**src/rtl/vga_timing_gen.sv**
```systemverilog
// 640x480@60 scan timing: pixel-enable divider, h/v counters, decoded syncs/bright, frame tick/count.
// Decoded outputs are combinational from the registered counters; free-running, no backpressure.
module vga_timing_gen #(
  parameter int CLK_DIV = 4,
  parameter int H_TOTAL = 800,
  parameter int H_SYNC  = 96,
  parameter int H_START = 144,
  parameter int H_END   = 783,
  parameter int V_TOTAL = 525,
  parameter int V_SYNC  = 2,
  parameter int V_START = 35,
  parameter int V_END   = 514
) (
  input  logic       clk,
  input  logic       rst,
  output logic [9:0] hCount,
  output logic [9:0] vCount,
  output logic       bright,
  output logic       hSync,
  output logic       vSync,
  output logic       pix_en,
  output logic       frame_tick,
  output logic [7:0] frame_cnt
);

  localparam logic [9:0] H_LAST  = 10'(H_TOTAL - 1);
  localparam logic [9:0] V_LAST  = 10'(V_TOTAL - 1);
  localparam logic [9:0] H_SYNC_C  = 10'(H_SYNC);
  localparam logic [9:0] V_SYNC_C  = 10'(V_SYNC);
  localparam logic [9:0] H_START_C = 10'(H_START);
  localparam logic [9:0] H_END_C   = 10'(H_END);
  localparam logic [9:0] V_START_C = 10'(V_START);
  localparam logic [9:0] V_END_C   = 10'(V_END);

  generate
    if (CLK_DIV == 1) begin : g_nodiv
      assign pix_en = 1'b1;
    end else begin : g_div
      localparam int DW = $clog2(CLK_DIV);
      localparam logic [DW-1:0] DIV_LAST = DW'(CLK_DIV - 1);
      logic [DW-1:0] div;

      always_ff @(posedge clk) begin
        if (rst)                  div <= '0;
        else if (div == DIV_LAST) div <= '0;
        else                      div <= div + DW'(1);
      end

      assign pix_en = (div == DIV_LAST);
    end
  endgenerate

  // frame_tick is a one-clk pulse: cleared on every edge unless this edge wraps the frame.
  always_ff @(posedge clk) begin
    if (rst) begin
      hCount     <= '0;
      vCount     <= '0;
      frame_cnt  <= '0;
      frame_tick <= 1'b0;
    end else begin
      frame_tick <= 1'b0;
      if (pix_en) begin
        if (hCount == H_LAST) begin
          hCount <= '0;
          if (vCount == V_LAST) begin
            vCount     <= '0;
            frame_tick <= 1'b1;
            frame_cnt  <= frame_cnt + 8'd1;
          end else begin
            vCount <= vCount + 10'd1;
          end
        end else begin
          hCount <= hCount + 10'd1;
        end
      end
    end
  end

  assign hSync  = ~(hCount < H_SYNC_C);
  assign vSync  = ~(vCount < V_SYNC_C);
  assign bright = (hCount >= H_START_C) && (hCount <= H_END_C) &&
                  (vCount >= V_START_C) && (vCount <= V_END_C);

endmodule

```
**config.mk**
```make
export PLATFORM = sky130hd
export DESIGN_NAME = vga_timing_gen
export DESIGN_NICKNAME = d
export VERILOG_FILES = /design/src/rtl/vga_timing_gen.sv
export SDC_FILE = /design/constraint.sdc
export NUM_CORES = 1
export LEC_CHECK = 0
export CAP_MARGIN = 20
export CORE_AREA = 2 2 76 78
export DETAILED_ROUTE_END_ITERATION = 16
export DIE_AREA = 0 0 78 80
export PLACE_DENSITY_LB_ADDON = 0.15
export SLEW_MARGIN = 5
export SYNTH_ARGS = -nofsm -noshare
export SYNTH_HDL_FRONTEND = slang
export SYNTH_SLANG_ARGS = --single-unit
```
**constraint.sdc**
```tcl
create_clock -name clk -period 3.1 [get_ports clk]
set_clock_uncertainty 0.15 [all_clocks]
set_input_delay 0.62 -clock clk [delete_from_list [all_inputs] [get_ports clk]]
set_output_delay 0.62 -clock clk [all_outputs]
set_load 0.1 [all_outputs]
```
==> flow_summary.yaml <==
outcome:
  status: "finished clean"
detailed_routing:
  dr.pass1.iters: 4
  via_per_inst: 5.10
  drtAntennaViolNets: 0
  via_count: 1509
  drt-total-wl_mm: 4.10
  drt_iter0_drc: 78
  route.detailed.drc: 0
  post_drt_wl_per_cell_um: 13.9
critical_path:
  crit_chain: "or2_2 -> o311ai_0 -> o31ai_1 -> a211oi_4 -> buf_12"
  cp-startpoint: "hCount[5]"
  cp_slowest_stage_delay_ps: 360
  worstSetupPathType: "reg -> out"
  rr_endpoint: "frame_cnt[3]"
  cp-start-kind: "flop"
  worst_ep_required_time_ps: 2330
  cp_max_fo: 8
  crit_path_end: "bright"
  r2r_slack_ps: 730
  endpoint_kind: "output port"
  cp_slowest_cell: "dfxtp_2"
  r2r_cells: 6
  cp.arrival_ps: 1910
  r2r-start: "hCount[1]"
sta:
  drv_slew: 0
  finalSetupViolations: 0
  finalHoldViolCount: 0
  maxSlewHeadroom_pct: 55.1
  timing.fmax_ghz: 0.373
  period_needed_ps: 2680
  grt_setup_unrepaired: "no"
  fin_ws_ps: 421
  tns_ps: 0
  period_share_pct: 86.4
  worst_pin_slew_ps: 673
layout:
  final_area_mm2: 0.00206
  area_growth_pct: 29.4
  final_util_pct: 38.1
  final_nets: 232
  drive_gt1_share_pct: 25.9
  final_cell_mix: "37 x buf_4, 21 x dfxtp_1, 17 x a21oi_1, 14 x nand3_1, 12 x nor3_1"
  final_common_cell: "buf_4"
  num_antenna_cells: 0
clock_network:
  cts_buffer_depth: 2
  cts_root_buf: "clkbuf_8"
  cts_resized: 0
  cts_tree: "yes"
  path_clk_slew_ps: 70
  cts_setup_buffers: 0
  postCtsHoldBufs: 0
  clock-sinks: 31
  htreeDepth: 2
  clock_latency_ps: 280
  numCtsBuffers: 5
grt:
  grt_max_degree: 24
  track_usage_pct: 13.2
  antenna_found_initial: 0
  grt_pass1_wl_mm: 6.55
  grt_overflow: 0
  grt_pass1_vias: 1312
logic_synthesis:
  avgSynthCellArea_um2: 8.35
  yosysUniqueCellTypes: 34
  ys_ff_latch: 31
  synthesis.area_mm2: 0.00159
  netlist_instances: 191
  synth_fp_nets: 199
  yosysWarnings: 0
  synthArstFlopShare_pct: 0
  ys_seq_area_share_pct: 38.9
  synth_edf_count: 0
  synth_top_flop_cell: "dfxtp_1"
placement:
  place.gp.congestion: 0.777
  placed_area_mm2: 0.00196
  port_buffers: 34
  dp_hpwl_mm: 2.83
  place_ws_ps: 718
die:
  die_h_um: 80
  coreArea_mm2: 0.00541
  rows: 27
  initial_core_util_pct: 29.5
  fp.dieArea_mm2: 0.00624
  die_x_um: 78
  num_io_pins: 35
power:
  power.density_mw_per_mm2: 404
  total_power_uw: 833
  peakVddDrop_uv: 141
  p_leak_nw: 0.741
run:
  drv_cap: 0
min_path:
  holdCritPathClass: "reg -> reg"
==> how the worst min path moves through the flow <==
stage,from,end,slack [ps],depth (start not counted)
3_3_place_gp,g_div.div[0],g_div.div[0],270,1
2_1_floorplan,g_div.div[0],g_div.div[0],250,1
4_1_cts,g_div.div[0],g_div.div[0],280,1
5_1_grt,g_div.div[0],g_div.div[0],300,1
3_5_place_dp,g_div.div[0],g_div.div[0],270,1
6_report,g_div.div[0],g_div.div[0],280,1
==> report_power, final <==
part	switching (mW)	internal, mW
combinational	0.0277	0.0110
sequential	0.00291	0.403
clock	0.154	0.236
total	0.184	0.649
==> flip-flops by register name (all words and copies together), names as in the netlist <==
name        cells
vCount         10
g_div.div       2
frame_cnt       8
frame_tick      1
hCount         10
==> logic make-up (layout without fill, tap and decap cells) <==
kind of cell	Yosys count	after routing	synth area share, %
buffers and inverters	20	53	5.26
XOR/XNOR	11	11	6.04
AND/OR/NAND/NOR	85	85	30.6
adder cells (fa/ha/maj)	6	6	4.71
flip-flops	31	31	38.9
AO/OA/AOI/OAI	38	38	14.4
==> worst max-delay path: cells and delay by family (launching register included) <==
kind / cells / cell delay, ps
flip-flops: 1 / 360
buffers and inverters: 1 / 210
AND/OR/NAND/NOR: 1 / 360
AO/OA/AOI/OAI: 3 / 690
==> cells in the mapped netlist (all sizes together) (2+ instances only) <==
cell    count  area share, %
a211oi      2           0.94
ha          6            4.7
clkbuf     11            2.6
nand3      14            4.4
and4        2            1.1
and3        2           0.78
or4        11            5.4
o31ai       9            4.2
nor4        2           0.78
o311ai      2            1.1
xor2        5            2.7
or3         4            1.9
nor3       12            3.8
xnor2       6            3.3
o21ai       6            1.9
a21oi      17            5.3
nand2      10            2.4
dfxtp      31             39
inv         7            1.6
nand4       8            3.1
buf         2            1.0
nand4b      3            1.6
nor2       11            2.6
==> through the flow <==
| stage | hold slack [ps] | instances |
|---|---|---|
| floorplan | 254 | 191 |
| global placement | 273 | 289 |
| detailed placement | 269 | 289 |
| CTS | 284 | 296 |
| global route | 296 | 296 |
| finish | 280 | 296 |
==> per-layer routing <==
layer  vias up  track usage (%)  part of all wire, %  wire length [um]
met5         -                0                    0                 0
met3         4             3.73                  5.0               207
met1       698             17.4                   49              2020
met2        41             20.4                   45              1840
met4         0             5.26                 0.76                31
li1        766                -                    -                 -
==> cell type report <==
cell class,instances,area (um^2)
repair buffers,39,308
inverters,7,26.3
clock inverters,1,30.0
multi-input cells,140,902
well taps,72,90.1
flip-flops and latches,31,633
fillers,586,3340
clock buffers,6,72.6
Note: power is estimated with default switching activity, not from simulation.
